[config.mk]
export PLATFORM = sky130hd
export DESIGN_NAME = vote_tally_session_flat
export DESIGN_NICKNAME = d
export VERILOG_FILES = /design/src/rtl/vote_tally_session_pkg.sv /design/src/rtl/vote_tally_session_if.sv /design/src/rtl/vote_tally_session_weighted_popcount.sv /design/src/rtl/vote_tally_session.sv /design/src/flat_wrapper.sv
export SDC_FILE = /design/constraint.sdc
export NUM_CORES = 1
export LEC_CHECK = 0
export ABC_AREA = 1
export BUFFER_PORTS_ARGS = -buffer_cell sky130_fd_sc_hd__clkbuf_2
export CAP_MARGIN = 20
export CORE_MARGIN = 1
export CORE_UTILIZATION = 61
export DETAILED_ROUTE_END_ITERATION = 7
export GPL_ROUTABILITY_DRIVEN = 0
export PLACE_DENSITY = 0.86
export SYNTH_ARGS = -nofsm -noshare
export SYNTH_HDL_FRONTEND = slang
export SYNTH_SLANG_ARGS = --single-unit
[constraint.sdc]
create_clock -name clk -period 15.5 [get_ports clk]
set_input_delay 3.1 -clock clk [delete_from_list [all_inputs] [get_ports clk]]
set_output_delay 3.1 -clock clk [all_outputs]
set_load 0.05 [all_outputs]
[src/rtl/vote_tally_session_pkg.sv]
// Shared definitions for the weighted session voter.
// Holds the FSM state constants, the default class sizes/weights, and a
// helper that sizes the internal sum so the largest possible total fits.
package vote_tally_session_pkg;

    localparam logic [1:0] ST_IDLE   = 2'd0;
    localparam logic [1:0] ST_OPEN   = 2'd1;
    localparam logic [1:0] ST_CLOSED = 2'd2;

    localparam int DEF_N_NP   = 32;
    localparam int DEF_N_VIP  = 8;
    localparam int DEF_N_VVIP = 1;
    localparam int DEF_W_NP   = 1;
    localparam int DEF_W_VIP  = 4;
    localparam int DEF_W_VVIP = 16;
    localparam int DEF_RES_W  = 8;
    localparam int DEF_THRESH = 40;

    // Bits needed to represent 0..max_sum without overflow.
    function automatic int sum_width(input int max_sum);
        return (max_sum < 1) ? 1 : $clog2(max_sum + 1);
    endfunction

endpackage

[src/rtl/vote_tally_session_if.sv]
// Session/vote bus between the voting front end and the tally.
// master: drives start, close and the three vote vectors; observes the tally.
// slave : the tally; drives result, open, done, pass, sat.
interface vote_tally_session_if
    import vote_tally_session_pkg::*;
#(
    parameter int N_NP   = DEF_N_NP,
    parameter int N_VIP  = DEF_N_VIP,
    parameter int N_VVIP = DEF_N_VVIP,
    parameter int RES_W  = DEF_RES_W
);
    logic              start;
    logic              close;
    logic [N_NP-1:0]   np;
    logic [N_VIP-1:0]  vip;
    logic [N_VVIP-1:0] vvip;
    logic [RES_W-1:0]  result;
    logic              open;
    logic              done;
    logic              pass;
    logic              sat;

    modport master (
        output start, close, np, vip, vvip,
        input  result, open, done, pass, sat
    );

    modport slave (
        input  start, close, np, vip, vvip,
        output result, open, done, pass, sat
    );
endinterface

[src/rtl/vote_tally_session_weighted_popcount.sv]
// weighted_popcount: purely combinational W * popcount(vec).
// Ports: vec (N bits in), wsum (OUT_W bits out). OUT_W must hold N*W.
module weighted_popcount #(
    parameter int N     = 8,
    parameter int W     = 1,
    parameter int OUT_W = 8
) (
    input  logic [N-1:0]     vec,
    output logic [OUT_W-1:0] wsum
);
    localparam int CNT_W = $clog2(N + 1);

    logic [CNT_W-1:0] cnt;

    always_comb begin
        cnt = '0;
        for (int i = 0; i < N; i++) begin
            cnt = cnt + CNT_W'(vec[i]);
        end
        wsum = OUT_W'(32'(cnt) * W);
    end
endmodule

[src/rtl/vote_tally_session.sv]
// vote_tally_session: weighted voting tally bounded by start/close sessions.
// Ports: clk, reset (async, active-high), bus (slave modport: start, close,
// np/vip/vvip votes in; result, open, done, pass, sat out).
// Votes are sticky latches; result is the saturated weighted sum of the
// latches, updated one edge after the vote is sampled.
//
// state     | meaning
// ----------+---------------------------------------------------------
// ST_IDLE   | no session; votes and close ignored, start opens one
// ST_OPEN   | collecting votes; start restarts, close finalises
// ST_CLOSED | result/sat/pass frozen; start opens a fresh session
module vote_tally_session
    import vote_tally_session_pkg::*;
#(
    parameter int N_NP   = DEF_N_NP,
    parameter int N_VIP  = DEF_N_VIP,
    parameter int N_VVIP = DEF_N_VVIP,
    parameter int W_NP   = DEF_W_NP,
    parameter int W_VIP  = DEF_W_VIP,
    parameter int W_VVIP = DEF_W_VVIP,
    parameter int RES_W  = DEF_RES_W,
    parameter int THRESH = DEF_THRESH
) (
    input logic                 clk,
    input logic                 reset,
    vote_tally_session_if.slave bus
);
    localparam int          SUM_MAX = N_NP * W_NP + N_VIP * W_VIP + N_VVIP * W_VVIP;
    localparam int          SUM_W   = sum_width(SUM_MAX);
    localparam logic [31:0] RES_MAX = 32'((64'd1 << RES_W) - 64'd1);

    logic [1:0]        state;
    logic [N_NP-1:0]   np_l;
    logic [N_VIP-1:0]  vip_l;
    logic [N_VVIP-1:0] vvip_l;
    logic [RES_W-1:0]  result_q;
    logic              sat_q;
    logic              pass_q;

    logic [N_NP-1:0]   np_next;
    logic [N_VIP-1:0]  vip_next;
    logic [N_VVIP-1:0] vvip_next;
    logic [SUM_W-1:0]  wsum_np;
    logic [SUM_W-1:0]  wsum_vip;
    logic [SUM_W-1:0]  wsum_vvip;
    logic [31:0]       sum_ext;
    logic              over;
    logic [RES_W-1:0]  result_next;

    // The tally is computed from the latch value that will exist after this
    // edge, so a vote shows up in result one cycle after it is sampled.
    assign np_next   = np_l | bus.np;
    assign vip_next  = vip_l | bus.vip;
    assign vvip_next = vvip_l | bus.vvip;

    weighted_popcount #(.N(N_NP),   .W(W_NP),   .OUT_W(SUM_W)) u_pc_np   (.vec(np_next),   .wsum(wsum_np));
    weighted_popcount #(.N(N_VIP),  .W(W_VIP),  .OUT_W(SUM_W)) u_pc_vip  (.vec(vip_next),  .wsum(wsum_vip));
    weighted_popcount #(.N(N_VVIP), .W(W_VVIP), .OUT_W(SUM_W)) u_pc_vvip (.vec(vvip_next), .wsum(wsum_vvip));

    assign sum_ext     = 32'(wsum_np) + 32'(wsum_vip) + 32'(wsum_vvip);
    assign over        = sum_ext > RES_MAX;
    assign result_next = over ? RES_MAX[RES_W-1:0] : sum_ext[RES_W-1:0];

    always_ff @(posedge clk or posedge reset) begin
        if (reset) begin
            state    <= ST_IDLE;
            np_l     <= '0;
            vip_l    <= '0;
            vvip_l   <= '0;
            result_q <= '0;
            sat_q    <= 1'b0;
            pass_q   <= 1'b0;
        end else begin
            case (state)
                ST_IDLE, ST_CLOSED: begin
                    if (bus.start) begin
                        state    <= ST_OPEN;
                        np_l     <= '0;
                        vip_l    <= '0;
                        vvip_l   <= '0;
                        result_q <= '0;
                        sat_q    <= 1'b0;
                        pass_q   <= 1'b0;
                    end
                end
                ST_OPEN: begin
                    // A restart wins over close and drops that cycle's votes.
                    if (bus.start) begin
                        np_l     <= '0;
                        vip_l    <= '0;
                        vvip_l   <= '0;
                        result_q <= '0;
                        sat_q    <= 1'b0;
                        pass_q   <= 1'b0;
                    end else begin
                        np_l     <= np_next;
                        vip_l    <= vip_next;
                        vvip_l   <= vvip_next;
                        result_q <= result_next;
                        sat_q    <= sat_q | over;
                        if (bus.close) begin
                            state  <= ST_CLOSED;
                            pass_q <= 32'(result_next) >= 32'(THRESH);
                        end
                    end
                end
                default: state <= ST_IDLE;
            endcase
        end
    end

    assign bus.result = result_q;
    assign bus.sat    = sat_q;
    assign bus.pass   = pass_q;
    assign bus.open   = (state == ST_OPEN);
    assign bus.done   = (state == ST_CLOSED);
endmodule

[src/flat_wrapper.sv]
// flat-port wrapper written by rule: the top's interface ports become plain ports
module vote_tally_session_flat import vote_tally_session_pkg::*;
#(
    parameter int N_NP   = DEF_N_NP,
    parameter int N_VIP  = DEF_N_VIP,
    parameter int N_VVIP = DEF_N_VVIP,
    parameter int W_NP   = DEF_W_NP,
    parameter int W_VIP  = DEF_W_VIP,
    parameter int W_VVIP = DEF_W_VVIP,
    parameter int RES_W  = DEF_RES_W,
    parameter int THRESH = DEF_THRESH
)
  (clk, reset, bus_start, bus_close, bus_np, bus_vip, bus_vvip, bus_result, bus_open, bus_done, bus_pass, bus_sat);
  vote_tally_session_if #(.N_NP(N_NP), .N_VIP(N_VIP), .N_VVIP(N_VVIP), .RES_W(RES_W)) bus_i ();
  input logic clk;
  input logic reset;
  input wire logic [$bits(bus_i.start)-1:0] bus_start;
  input wire logic [$bits(bus_i.close)-1:0] bus_close;
  input wire logic [$bits(bus_i.np)-1:0] bus_np;
  input wire logic [$bits(bus_i.vip)-1:0] bus_vip;
  input wire logic [$bits(bus_i.vvip)-1:0] bus_vvip;
  output wire logic [$bits(bus_i.result)-1:0] bus_result;
  output wire logic [$bits(bus_i.open)-1:0] bus_open;
  output wire logic [$bits(bus_i.done)-1:0] bus_done;
  output wire logic [$bits(bus_i.pass)-1:0] bus_pass;
  output wire logic [$bits(bus_i.sat)-1:0] bus_sat;
  assign bus_i.start = bus_start;
  assign bus_i.close = bus_close;
  assign bus_i.np = bus_np;
  assign bus_i.vip = bus_vip;
  assign bus_i.vvip = bus_vvip;
  assign bus_result = bus_i.result;
  assign bus_open = bus_i.open;
  assign bus_done = bus_i.done;
  assign bus_pass = bus_i.pass;
  assign bus_sat = bus_i.sat;
  vote_tally_session #(.N_NP(N_NP), .N_VIP(N_VIP), .N_VVIP(N_VVIP), .W_NP(W_NP), .W_VIP(W_VIP), .W_VVIP(W_VVIP), .RES_W(RES_W), .THRESH(THRESH)) u_core (.clk(clk), .reset(reset), .bus(bus_i));
endmodule
==> results by stage, run 1 <==
Outcome:
- The run finished with clean final reports.

Layout:
- The antenna cell count is 0.
- The fraction of final layout cells sized beyond drive strength 1 is 17.6%.
- Summing all flip-flop and latch instances after layout gives 1330 sq um.
- In the final layout, the multi-input gates occupy 1630 sq um.
- The post-layout net count is 515.
- The synthesis-to-layout area growth is 14.3%.
- The number of filler instances in the final layout is 391.

Timing:
- Summed over all failing endpoints, the final setup total negative slack is 0 ns.
- The period utilization is 53.4%.
- The hold violation count in the final report is 0.
- At the pin with the least slew margin, the transition time is 1.07 ns.
- Setup repair after global routing left no endpoint under its margin.
- The worst slew margin relative to its limit is 28.7%.
- The setup violation total in the final timing report is 0.
- Clock skew on the completed layout was measured at 0.00663 ns.
- The max-slew violation count is 0.
- The upper clock frequency limit is 121 MHz.
- The clock period minus worst slack is 8.28 ns.

Route:
- The number of search-and-repair iterations in the first detailed-routing pass is 4.
- The violation count after the first detailed-route iteration is 188.
- The wire length the detailed router placed on met1 is 2630 um.
- The length of routed met3 wiring is 293 um.
- Dividing the detail-routed wire length by the instance count gives 12.6 um.
- The count of vias placed by the detailed router is 2462.
- After detailed routing, the met2 layer carries 3250 um of wire.
- In the routed layout, each cell is associated on average with a via count of 4.95.
- The number of routed nets with antenna violations is 0.
- The number of DRC violations after detailed routing is 0.
- Signal routing reaches up to met4.
- Summed over all layers, the routed wires come to 6260 um.

Global routing:
- Global routing used 26.1% of the available tracks across all layers.
- The number of antenna violations at the first check in global routing is 0.
- The number of global-route vias before repair was 2486.
- Entering global routing, the biggest net connects 54 pins.
- The global-route wire length before repair is 10700 um.
- Summed over all layers, the global routing overflow is 0.

Clocking:
- Buffers inserted during clock tree synthesis total 5.
- In this run the post-CTS setup repair buffer count came out at 0.
- The clock tree root buffer cell is clkbuf_8.
- The maximum level of the CTS H-tree is 2.
- The post-cts gate resize count is 0.
- The count of hold-fix buffers inserted at cts is 0.
- The later pin in the worst-skew pair is clocked with a latency of 0.31 ns.
- The clock passes through at most 2 buffers.
- After clock tree synthesis, the clock-pin slew on the worst setup and hold paths is 0.10 ns.
- The CTS sink count is 53.
- TritonCTS built the clock tree.

Floorplanning:
- The full die area is 5620 sq um.
- For this design the top-level I/O count stands at 57.
- The initial core utilization is 63.6%.
- The die is 75.0 um tall.
- The total core area is 5110 sq um.
- From left edge to right edge, the die measures 75.0 um.
- The floorplan has 26 rows.

Worst setup path:
- The largest fanout on the critical path is 3.
- The critical path is of the in -> reg type.
- Data on the critical path arrives at its endpoint at 8.48 ns.
- In this run the critical register-to-register path is launched from u_core.np_l[11].
- The slack of the worst reg-to-reg path is 9.71 ns.
- The cell with the biggest individual delay on the critical path is fa_1.
- The worst register-to-register path has a depth of 26.
- The worst setup path is captured at a register.
- The kind of cell with the highest combined delay on the critical path is adder cells.
- At the worst endpoint, the required time is 15.71 ns.
- The nature of the critical path startpoint is a primary input.
- The count of buffer and inverter cells on the critical path is 8.
- The worst register-to-register path ends at u_core.bus.pass.
- The stage delay of the slowest cell on the critical path is 0.56 ns.

Logic synthesis:
- Dividing the synthesized area by the synthesized cell count gives 8.80 sq um.
- Of all flip-flops after synthesis, the portion carrying an async set or reset was 100%.
- By count the netlist is led by nor2_1 (89), inv_1 (66), dfrtp_1 (53).
- nor2_1 is the most common cell in the netlist.
- The most used flip-flop cell after synthesis is dfrtp_1.
- The largest area contributor in the netlist is dfrtp_1.
- The number of distinct standard cells referenced by the synthesized netlist is 22.
- The number of nets in the synthesized netlist is 458.
- After synthesis the netlist holds a flip-flop and latch count of 53.
- For this run, the number of Yosys warnings is 0.
- By area the synthesized netlist is led by dfrtp_1 (41%), fa_1 (18%), nor2_1 (10%).
- Sequential cells were found to cover 40.8% of the synthesized design area.
- The mapped netlist covers 3250 sq um.
- The number of synthesized flops with an enable pin is 0.
- In this run the biggest area consumer among cell types represents 40.8% of the synthesized area.
- The synthesized instance count is 369.

Placed design:
- During placement, the flow inserted port buffers numbering 56.
- After legalization and detailed placement, the total HPWL measured 4780 um.

Flow run:
- The count of maximum capacitance violations is 0.

Min path:
- The worst min-delay path startpoint is u_core.bus.sat.
- Along the worst hold path, the cell count comes to 2.
- In this run the worst hold path is classified as reg -> reg.
- The worst hold path endpoint is u_core.bus.sat.
==> metrics by stage <==
| step | area, sq um | hold slack, ns | std cells | setup slack (ns) | utilization, % |
|---|---|---|---|---|---|
| after floorplan | 3250 | 0.520 | 369 | 7.32 | - |
| after global placement | 3590 | 0.478 | 488 | 7.06 | 70.3 |
| after detailed placement | 3590 | 0.480 | 488 | 6.93 | 70.3 |
| after CTS | 3690 | 0.500 | 496 | 7.22 | 72.3 |
| after global routing | 3710 | 0.532 | 497 | 6.91 | 72.7 |
| final | 3710 | 0.501 | 497 | 7.22 | 72.7 |
==> kinds of logic after synthesis <==
logic type | Yosys count | share of synthesized area (%)
AOI/OAI and AO/OA | 14 | 2.50
xor gates and xnor gates | 3 | 0.809
and+or+nand+nor | 177 | 22.9
DFF | 53 | 40.8
buffers and inverters | 78 | 9.32
adders and majority gates | 44 | 23.7
==> worst max-delay path by stage <==
| stage | start | end | slack (ns) | depth (start not counted) |
|---|---|---|---|---|
| 2_1_floorplan | bus_np[11] | u_core.bus.result[5] | 7.32 | 21 |
| 3_3_place_gp | bus_np[11] | u_core.bus.pass | 7.06 | 27 |
| 3_5_place_dp | bus_np[11] | u_core.bus.pass | 6.93 | 25 |
| 4_1_cts | bus_np[11] | u_core.bus.pass | 7.22 | 27 |
| 5_1_grt | bus_np[11] | u_core.bus.pass | 6.91 | 27 |
| 6_report | bus_np[11] | u_core.bus.pass | 7.22 | 27 |
==> cell usage in the layout (no fill, tap or decap), types with 2 or more instances in the layout <==
cell type / synthesis / layout
dfrtp_1: 53 / 53
a21oi_1: 3 / 3
nand2_1: 38 / 38
nor2_1: 89 / 89
fa_1: 29 / 29
ha_1: 15 / 15
o21ai_0: 2 / 2
clkbuf_2: 0 / 56
inv_1: 66 / 65
o21ai_1: 6 / 6
nand3_1: 4 / 4
clkbuf_8: 0 / 7
inv_2: 4 / 5
nor3_1: 41 / 41
a22o_1: 2 / 2
xnor2_1: 2 / 2
==> final cells by class <==
class	instances	area share [%]
clock buffers	7	2.60
clock inverters	1	0.135
inverters	70	7.08
multi-input cells	238	43.8
flip-flops and latches	53	35.7
well taps	70	2.36
repair buffers	58	8.29
==> routing by layer <==
| layer | vias to the layer above | GRT usage [%] |
|---|---|---|
| li1 | 1234 | - |
| met1 | 1154 | 33.2 |
| met2 | 64 | 46.5 |
| met3 | 10 | 4.55 |
| met4 | 0 | 6.92 |
| met5 | - | 0 |
==> sequential cells by signal, indices dropped and copies added (netlist names) <==
register / count
u_core.np_l: 32
u_core.bus.result: 8
u_core.vip_l: 8
u_core.state: 2
u_core.bus.pass: 1
u_core.bus.sat: 1
u_core.vvip_l: 1
==> worst register-to-register path: stages, from the launching register on <==
cell	delay, ns
dfrtp_1	0.39
nor2_1	0.13
inv_1	0.08
fa_1	0.55
inv_1	0.06
fa_1	0.52
inv_1	0.05
fa_1	0.47
fa_1	0.56
inv_1	0.07
fa_1	0.50
fa_1	0.48
inv_1	0.07
ha_1	0.20
inv_1	0.07
fa_1	0.43
nor2_1	0.12
nor2_1	0.05
xnor2_1	0.12
ha_1	0.20
ha_1	0.20
inv_1	0.05
nand2_1	0.05
nand2_1	0.10
nand3_1	0.08
nand2_1	0.06
nand2_1	0.04
Power of run 1 is not shown: default switching activity piles up to over one toggle a cycle in this logic, so the estimate is an artifact.
==> inputs of run 2 (changes only) <==
--- a/config.mk
+++ b/config.mk
@@ -5,14 +5,14 @@
 export SDC_FILE = /design/constraint.sdc
 export NUM_CORES = 1
 export LEC_CHECK = 0
-export ABC_AREA = 1
+export ABC_AREA = 0
 export BUFFER_PORTS_ARGS = -buffer_cell sky130_fd_sc_hd__clkbuf_2
 export CAP_MARGIN = 20
 export CORE_MARGIN = 1
-export CORE_UTILIZATION = 61
+export CORE_UTILIZATION = 51
 export DETAILED_ROUTE_END_ITERATION = 7
 export GPL_ROUTABILITY_DRIVEN = 0
-export PLACE_DENSITY = 0.86
+export PLACE_DENSITY = 0.76
 export SYNTH_ARGS = -nofsm -noshare
 export SYNTH_HDL_FRONTEND = slang
 export SYNTH_SLANG_ARGS = --single-unit
==> constraint.sdc (replaced) <==
create_clock -name clk -period 7 [get_ports clk]
set_input_delay 1.4 -clock clk [delete_from_list [all_inputs] [get_ports clk]]
set_output_delay 1.4 -clock clk [all_outputs]
set_load 0.05 [all_outputs]
==> run 2 against run 1 <==
Core utilization shrank 12 points. Critical path type unchanged. Routed wire length grew 1.8%. Register-to-register slack lost 8.7 ns. Cell area grew 3.8%. Synthesized area grew 2.7%. Count of clock-buffer cells in the layout shrank 1. Sequential cell count is the same. Via count grew 2.1%. Non-clock buffer count grew 7. First-iteration DRC count shrank 52%.
==> results by stage, run 2 <==
Outcome:
- The flow ran to the end, and the final reports show no timing, DRC or antenna violations.

Worst setup path:
- The cell with the biggest individual delay on the critical path is fa_1.
- The critical path capture point is u_core.bus.result[6].
- The setup path with the least slack is of type in -> reg.
- The required time at the worst-slack endpoint is 7.23 ns (-8.48 ns).
- The data arrival time of the worst path is 6.98 ns (-1.50 ns).
- Walking the worst path, the cells encountered are clkbuf_2 -> nor2_1 -> fa_1 -> fa_1 -> fa_1 -> inv_1 -> ha_1 -> fa_1 -> fa_1 -> inv_1 -> fa_1 -> inv_1 -> ha_1 -> and2b_2 -> o31a_2 -> a21oi_1 -> ha_1 -> ha_2 -> inv_2 -> a311o_1 -> a31oi_1.
- The depth of the worst register-to-register path is 20 (-23%).
- The stage delay of the slowest cell on the critical path is 0.55 ns (about the same).
- The critical path endpoint category is a register.
- STA classifies the critical path startpoint as a primary input.
- In this run the critical register-to-register path is launched from u_core.vip_l[2].
- The slack of the worst reg-to-reg path was 1.00 ns (-8.71 ns).
- The most numerous cell type found on the critical path is fa_1.
- The endpoint identified for the worst register-to-register timing path is u_core.bus.result[6].
- In this run the worst setup path begins at bus_vip[2].
- The largest fanout on the critical path is 4 (+1).

Clocking:
- The insertion delay to the later sink of the worst-skew pair came to 0.31 ns (about the same).
- The maximum root-to-sink buffer count is 2 (unchanged).
- The CTS sink count is 53 (unchanged).
- The tree is rooted in a clkbuf_8.
- The register clock-pin slew on the reported worst setup and hold paths is 0.09 ns (about the same).
- The maximum level of the CTS H-tree is 2 (unchanged).
- The number of buffers added by the clock tree synthesis step was 5 (unchanged).
- The TritonCTS clock tree is built.

Logic synthesis:
- The part of the Yosys area used for sequential elements came to 39.7% (-1.1 points).
- The commonest cells after synthesis are nor2_1 (68), a21oi_1 (54), dfrtp_1 (53).
- The async set-or-reset flop fraction in the synthesized netlist is 100% (unchanged).
- By area the synthesized netlist is led by dfrtp_1 (40%), fa_1 (17%), a21oi_1 (8.1%).
- The synthesized flop and latch total is 53 (unchanged).
- The number of distinct standard cells referenced by the synthesized netlist was 36 (+64%).
- The most instantiated library cell after synthesis is nor2_1.
- The largest area contributor in the netlist is dfrtp_1.
- The average cell area after synthesis was 9.67 sq um (+9.9%).
- The number of synthesized flops with an enable pin came to 0 (unchanged).
- The synthesis warning total is 0 (unchanged).
- The synthesized instance count was 345 (-6.5%).
- The total nets after synthesis is 434 (-5.2%).
- The top cell type's share of synthesized area is 39.7% (-1.1 points).
- The synthesized cell area was 3340 sq um (+2.7%).
- The most used flip-flop cell after synthesis is dfrtp_1.

Layout:
- The synthesis-to-layout area growth is 15.5%.
- The flip-flop and latch area is 1330 sq um (unchanged).
- More flip-flops sit in one register than any other, and that register is u_core.np_l.
- The commonest non-fill, non-tap cell in the layout is nor2_1.
- The fraction of the core area covered by cells at the end of the flow is 60.7% (-12 points).
- The number of filler instances in the final layout is 559 (+43%).
- The antenna cell count was 0 (unchanged).
- The multi-input combinational cell area is 1840 sq um (+13%).
- The post-layout net count was 494 (-4.1%).
- The fraction of final layout cells sized beyond drive strength 1 came to 26.8% (+9.3 points).
- In the layout the commonest cells are nor2_1 (67), clkbuf_2 (56), a21oi_1 (54).
- The number of flip-flops in the largest register is 32 (unchanged).

Floorplanning:
- The number of placement rows came to 29 (+12%).
- The horizontal die dimension came to 82.9 um (+11%).
- The height of the die came to 82.9 um (+11%).
- The number of ports placed on the die boundary is 57 (unchanged).
- The full die area is 6870 sq um (+22%).
- The initial core utilization is 52.6% (-11 points).
- The total core area is 6350 sq um (+24%).

Timing:
- The worst slew margin relative to its limit is 63.6% (+35 points).
- The hold violation count in the final report is 0 (unchanged).
- Derived from the worst setup path, the maximum achievable clock frequency is 148 MHz.
- The post-route clock skew is 0.00904 ns (+0.00241 ns).
- Of the available clock period, the critical path in the final layout requires 96.4%.
- The setup violation total in the final timing report came to 0 (unchanged).
- The transition time at the pin with the least slew margin is 0.545 ns (-0.522 ns).
- The clock period minus worst slack is 6.75 ns.
- The max-slew violation count is 0 (unchanged).

Route:
- The number of routed nets with antenna violations came to 0 (unchanged).
- The routed length per instance is 13.2 um (+4.7%).
- The final wirelength is 6380 um (+1.8%).
- The number of DRC violations after detailed routing is 0 (unchanged).
- The count of vias placed by the detailed router was 2514 (+2.1%).
- The detail-routed via count per cell is 5.20 (+5.1%).
- The violation count after the first detailed-route iteration is 90 (-52%).
- The number of search-and-repair iterations in the first detailed-routing pass is 5 (+1).

Global routing:
- The overall fraction of global-route tracks in use is 20.7% (-5.4 points).
- The number of antenna violations at the first check in global routing is 0 (unchanged).
- The sum of overflow across all layers after global routing is 0 (unchanged).
- The number of global-route vias before repair is 2591 (+4.2%).
- The global-route wire length before repair came to 11500 um (+7.4%).
- The maximum number of pins on one net before global-route repair is 45 (-17%).

Flow run:
- The count of maximum capacitance violations was 0 (unchanged).

Placed design:
- The total of buffers placed on input and output ports was 56 (unchanged).
- The half-perimeter wire length after detailed placement is 4850 um (+1.5%).

Min path:
- The class of the most critical hold timing path is reg -> reg.
## run 2: cell count changes in the layout (fill, tap and decap cells not counted), sizes merged, moves of 3 or more
cell / change
nor2b: +5
or2: +24
nor3b: +4
nand3: -3
mux2i: +4
nor2: -23
buf: +7
a21oi: +50
nand2: -29
inv: -35
nor3: -41
## run 2: cell families (layout without fill, tap and decap cells)
logic type,after synthesis,after routing,share of synthesized area (%)
AO/OA/AOI/OAI,77,77,13.3
adder cells (fa/ha/maj),44,44,23.0
AND/OR/NAND/NOR,116,116,16.3
flip-flops,53,53,39.7
buffers and inverters,48,109,5.62
multiplexers,4,4,1.20
XOR/XNOR,3,3,0.788
## run 2: how the worst min path moves through the flow
stage | startpoint | to | slack [ns] | depth (start not counted)
final | u_core.np_l[2] | u_core.np_l[2] | 0.49 | 2
after global routing | u_core.np_l[2] | u_core.np_l[2] | 0.52 | 2
after CTS | u_core.np_l[22] | u_core.np_l[22] | 0.50 | 2
after detailed placement | u_core.np_l[2] | u_core.np_l[2] | 0.48 | 2
after global placement | u_core.np_l[19] | u_core.np_l[19] | 0.47 | 2
after floorplan | u_core.np_l[0] | u_core.np_l[0] | 0.45 | 2
## run 2: critical path, delay by kind of cell
kind | cells | cell delay [ns]
AOI/OAI and AO/OA | 4 | 0.86
adders and majority gates | 10 | 4.08
buffers and inverters | 5 | 0.28
and+or+nand+nor | 2 | 0.36
## run 2: area by class of cell
cell class,count,share of cell area (%)
clock buffers,6,2.14
clock inverters,2,0.357
inverters,36,3.51
multi-input cells,244,47.7
flip-flops and latches,53,34.4
well taps,77,2.50
repair buffers,65,9.35
## run 2: what timing repair did
item                                   CTS  global route
setup endpoints to repair                0             3
buffers inserted                         0             1
hold buffers                             0             0
resized for setup                        0             5
endpoints found under the hold margin    0             0
## run 2: through the flow
stage / hold WS [ns] / area [sq um] / instances / setup WS [ns] / TNS [ns]
after floorplan: 0.454 / 3340 / 345 / 0.0967 / 0
after global placement: 0.467 / 3720 / 473 / -0.105 / -0.186
after detailed placement: 0.475 / 3740 / 474 / -0.180 / -0.393
after CTS: 0.498 / 3830 / 482 / 0.114 / 0
after global routing: 0.518 / 3850 / 483 / -0.00132 / -0.00132
final: 0.493 / 3850 / 483 / 0.249 / 0
## run 2: routing by layer
layer	GRT usage (%)	wire, um	part of all wire, %	vias up
met2	34.1	3100	49	45
li1	-	-	-	1236
met1	29.1	2970	47	1223
met4	4.70	80	1.3	0
met5	0	0	0	-
met3	3.48	221	3.5	10
Power of run 2 is left out for the same reason.
==> inputs of run 3 (changes only) <==
--- a/config.mk
+++ b/config.mk
@@ -6,7 +6,7 @@
 export NUM_CORES = 1
 export LEC_CHECK = 0
 export ABC_AREA = 0
-export BUFFER_PORTS_ARGS = -buffer_cell sky130_fd_sc_hd__clkbuf_2
+export BUFFER_PORTS_ARGS = -buffer_cell sky130_fd_sc_hd__buf_2
 export CAP_MARGIN = 20
 export CORE_MARGIN = 1
 export CORE_UTILIZATION = 51
==> run 3 against run 2 <==
Die area unchanged. Fmax down 0.23%. Critical path depth up 3. First-iteration DRC count down 1.1%. Core utilization up 0.30 points. Count of clock-buffer cells in the layout unchanged. Sequential share of layout area down 0.17 points. Routed wire length about the same. Global-route usage down 0.20 points. Highest routed layer unchanged.
==> results by stage, run 3 (synthesis results as in run 2) <==
Outcome:
- The flow ran to the end, and the final reports show no timing, DRC or antenna violations.

Layout:
- The antenna cell count was 0 (unchanged).
- The number of filler instances in the final layout is 554 (-0.89%).
- The library cell used most frequently in the layout, excluding fill and tap cells, is nor2_1.
- The fraction of final layout cells sized beyond drive strength 1 is 26.7% (-0.18 points).
- The area of all placed cells without fillers is 3870 sq um (+0.49%).
- Ranked by flip-flop count, first place goes to u_core.np_l.
- The synthesis-to-layout area growth is 16.0%.
- The post-layout net count is 493 (-0.20%).
- The number of flip-flops in the largest register is 32 (unchanged).
- The library cells used most frequently in the layout, excluding fill and tap cells, are nor2_1 (67), buf_2 (56), a21oi_1 (54).

Clocking:
- The clock tree root buffer cell is clkbuf_8.
- The count of hold-fix buffers inserted at cts is 0 (unchanged).
- The CTS sink count was 53 (unchanged).
- The register clock-pin slew on the reported worst setup and hold paths is 0.09 ns (about the same).
- The maximum level of the CTS H-tree is 2 (unchanged).
- The insertion delay to the later sink of the worst-skew pair is 0.32 ns (about the same).
- The number of buffers added by the clock tree synthesis step is 5 (unchanged).
- TritonCTS built the clock tree.
- The maximum root-to-sink buffer count is 2 (unchanged).

Timing:
- The worst setup margin is 0.233 ns (-0.0159 ns).
- Setup repair after global routing left no endpoint under its margin.
- The clock period minus worst slack was 6.77 ns (+0.0159 ns).
- The worst-case hold slack is 0.494 ns (+0.00135 ns).
- The max-slew violation count is 0 (unchanged).
- The worst slew margin relative to its limit is 63.4% (-0.28 points).
- The transition time at the pin with the least slew margin was 0.549 ns (+0.00416 ns).
- The setup violation total in the final timing report came to 0 (unchanged).
- The post-route clock skew is 0.00723 ns (-0.00181 ns).
- The sum of negative setup slack was 0 ns (unchanged).
- The period utilization is 96.7% (+0.23 points).
- The upper clock frequency limit is 148 MHz (-0.23%).
- The hold violation count in the final report came to 0 (unchanged).

Floorplanning:
- The number of ports placed on the die boundary is 57 (unchanged).
- The number of placement rows was 29 (unchanged).
- The total core area was 6350 sq um (unchanged).
- The initial core utilization came to 52.6% (unchanged).
- The height of the die is 82.9 um (unchanged).
- The horizontal die dimension was 82.9 um (unchanged).
- The full die area is 6870 sq um (unchanged).

Placed design:
- The total of buffers placed on input and output ports came to 56 (unchanged).
- The worst slack at placement was -0.232 ns (-0.0513 ns).
- The half-perimeter wire length after detailed placement came to 4880 um (+0.65%).
- The cell area after placement is 3740 sq um (unchanged).

Route:
- The number of DRC violations after detailed routing is 0 (unchanged).
- The count of vias placed by the detailed router is 2465 (-1.9%).
- The number of routed nets with antenna violations is 0 (unchanged).
- The final wirelength was 6380 um (about the same).
- The routed length per instance is 13.2 um (+0.27%).
- The detail-routed via count per cell is 5.11 (-1.7%).
- The violation count after the first detailed-route iteration is 89 (-1.1%).
- The number of search-and-repair iterations in the first detailed-routing pass came to 4 (-1).

Global routing:
- The overall fraction of global-route tracks in use is 20.5% (-0.20 points).
- The sum of overflow across all layers after global routing came to 0 (unchanged).
- The maximum number of pins on one net before global-route repair is 45 (unchanged).
- The global-route wire length before repair is 11300 um (-1.8%).
- The number of global-route vias before repair is 2520 (-2.7%).
- The number of antenna violations at the first check in global routing is 0 (unchanged).

Worst setup path:
- The data arrival time of the worst path was 6.94 ns (-0.04 ns).
- The classification of the worst setup path is in -> reg.
- The nature of the critical path startpoint is a primary input.
- The required time at the worst-slack endpoint was 7.18 ns (-0.05 ns).
- The count of buffer and inverter cells on the critical path is 7 (+2).
- The stage delay of the slowest cell on the critical path came to 0.55 ns (about the same).
- The kind of cell with the highest combined delay on the critical path is adder cells.
- The largest fanout on the critical path came to 4 (unchanged).
- Walking the worst path, the cells encountered are buf_2 -> or2_2 -> fa_1 -> inv_1 -> fa_1 -> inv_1 -> fa_1 -> fa_1 -> inv_1 -> fa_1 -> fa_1 -> inv_1 -> ha_2 -> inv_1 -> fa_2 -> and2b_2 -> o31a_2 -> a21oi_1 -> ha_2 -> ha_1 -> inv_1 -> a211oi_1 -> a311o_1 -> a31oi_1.
- The cell with the biggest individual delay on the critical path is fa_1.
- The slack of the worst reg-to-reg path is 1.03 ns (+0.03 ns).
- The worst setup path is captured at a register.

Flow run:
- The count of maximum capacitance violations is 0 (unchanged).

Min path:
- The path class of the tightest hold or removal check is reg -> reg.
## run 3: metrics by stage
| step | cells | util (%) |
|---|---|---|
| finish | 482 | 61.0 |
| global route | 482 | 61.0 |
| CTS | 482 | 60.8 |
| detailed placement | 474 | 58.9 |
| global placement | 473 | 58.6 |
| floorplan | 345 | - |
## run 3: routing by layer
layer,global-route usage [%],part of all wire (%),wire (um),vias to the layer above
li1,-,-,-,1233
met1,29.0,47,3020,1183
met2,32.3,48,3070,40
met3,3.78,2.9,188,9
met4,6.90,1.7,106,0
met5,0,0,0,-
## run 3: area by class of cell
type / count / area (sq um) / area share, %
Inverter: 36 / 135 / 3.49
Multi-Input combinational cell: 244 / 1840 / 47.6
Clock buffer: 6 / 82.6 / 2.13
Timing Repair Buffer: 64 / 353 / 9.11
Sequential cell: 53 / 1330 / 34.2
Clock inverter: 2 / 37.5 / 0.969
Tap cell: 77 / 96.3 / 2.49
## run 3: worst paths after layout
check | startpoint | end | cells after the start
setup / recovery | bus_np[11] | u_core.bus.result[6] | 24
hold / removal | u_core.np_l[2] | u_core.np_l[2] | 2
setup reg to reg | u_core.vip_l[4] | u_core.bus.result[6] | 21
hold reg to reg | u_core.np_l[2] | u_core.np_l[2] | 2
max in group asynchronous | reset | u_core.vip_l[0] | 3
min in group asynchronous | reset | u_core.np_l[3] | 2
## run 3: repair_timing
action                                  in CTS  in global routing
buffers inserted                             0                  0
resized for setup                            0                  5
endpoints found under the setup margin       0                  3
endpoints found under the hold margin        0                  0
## run 3: worst reg2reg max path, delay by kind of cell (launching register included)
kind	cells	cell delay, ns
AO/OA/AOI/OAI	5	0.84
buffers and inverters	4	0.20
AND/OR/NAND/NOR	2	0.38
adder cells (fa/ha/maj)	10	4.03
flip-flops	1	0.39
Power of run 3 is left out for the same reason.
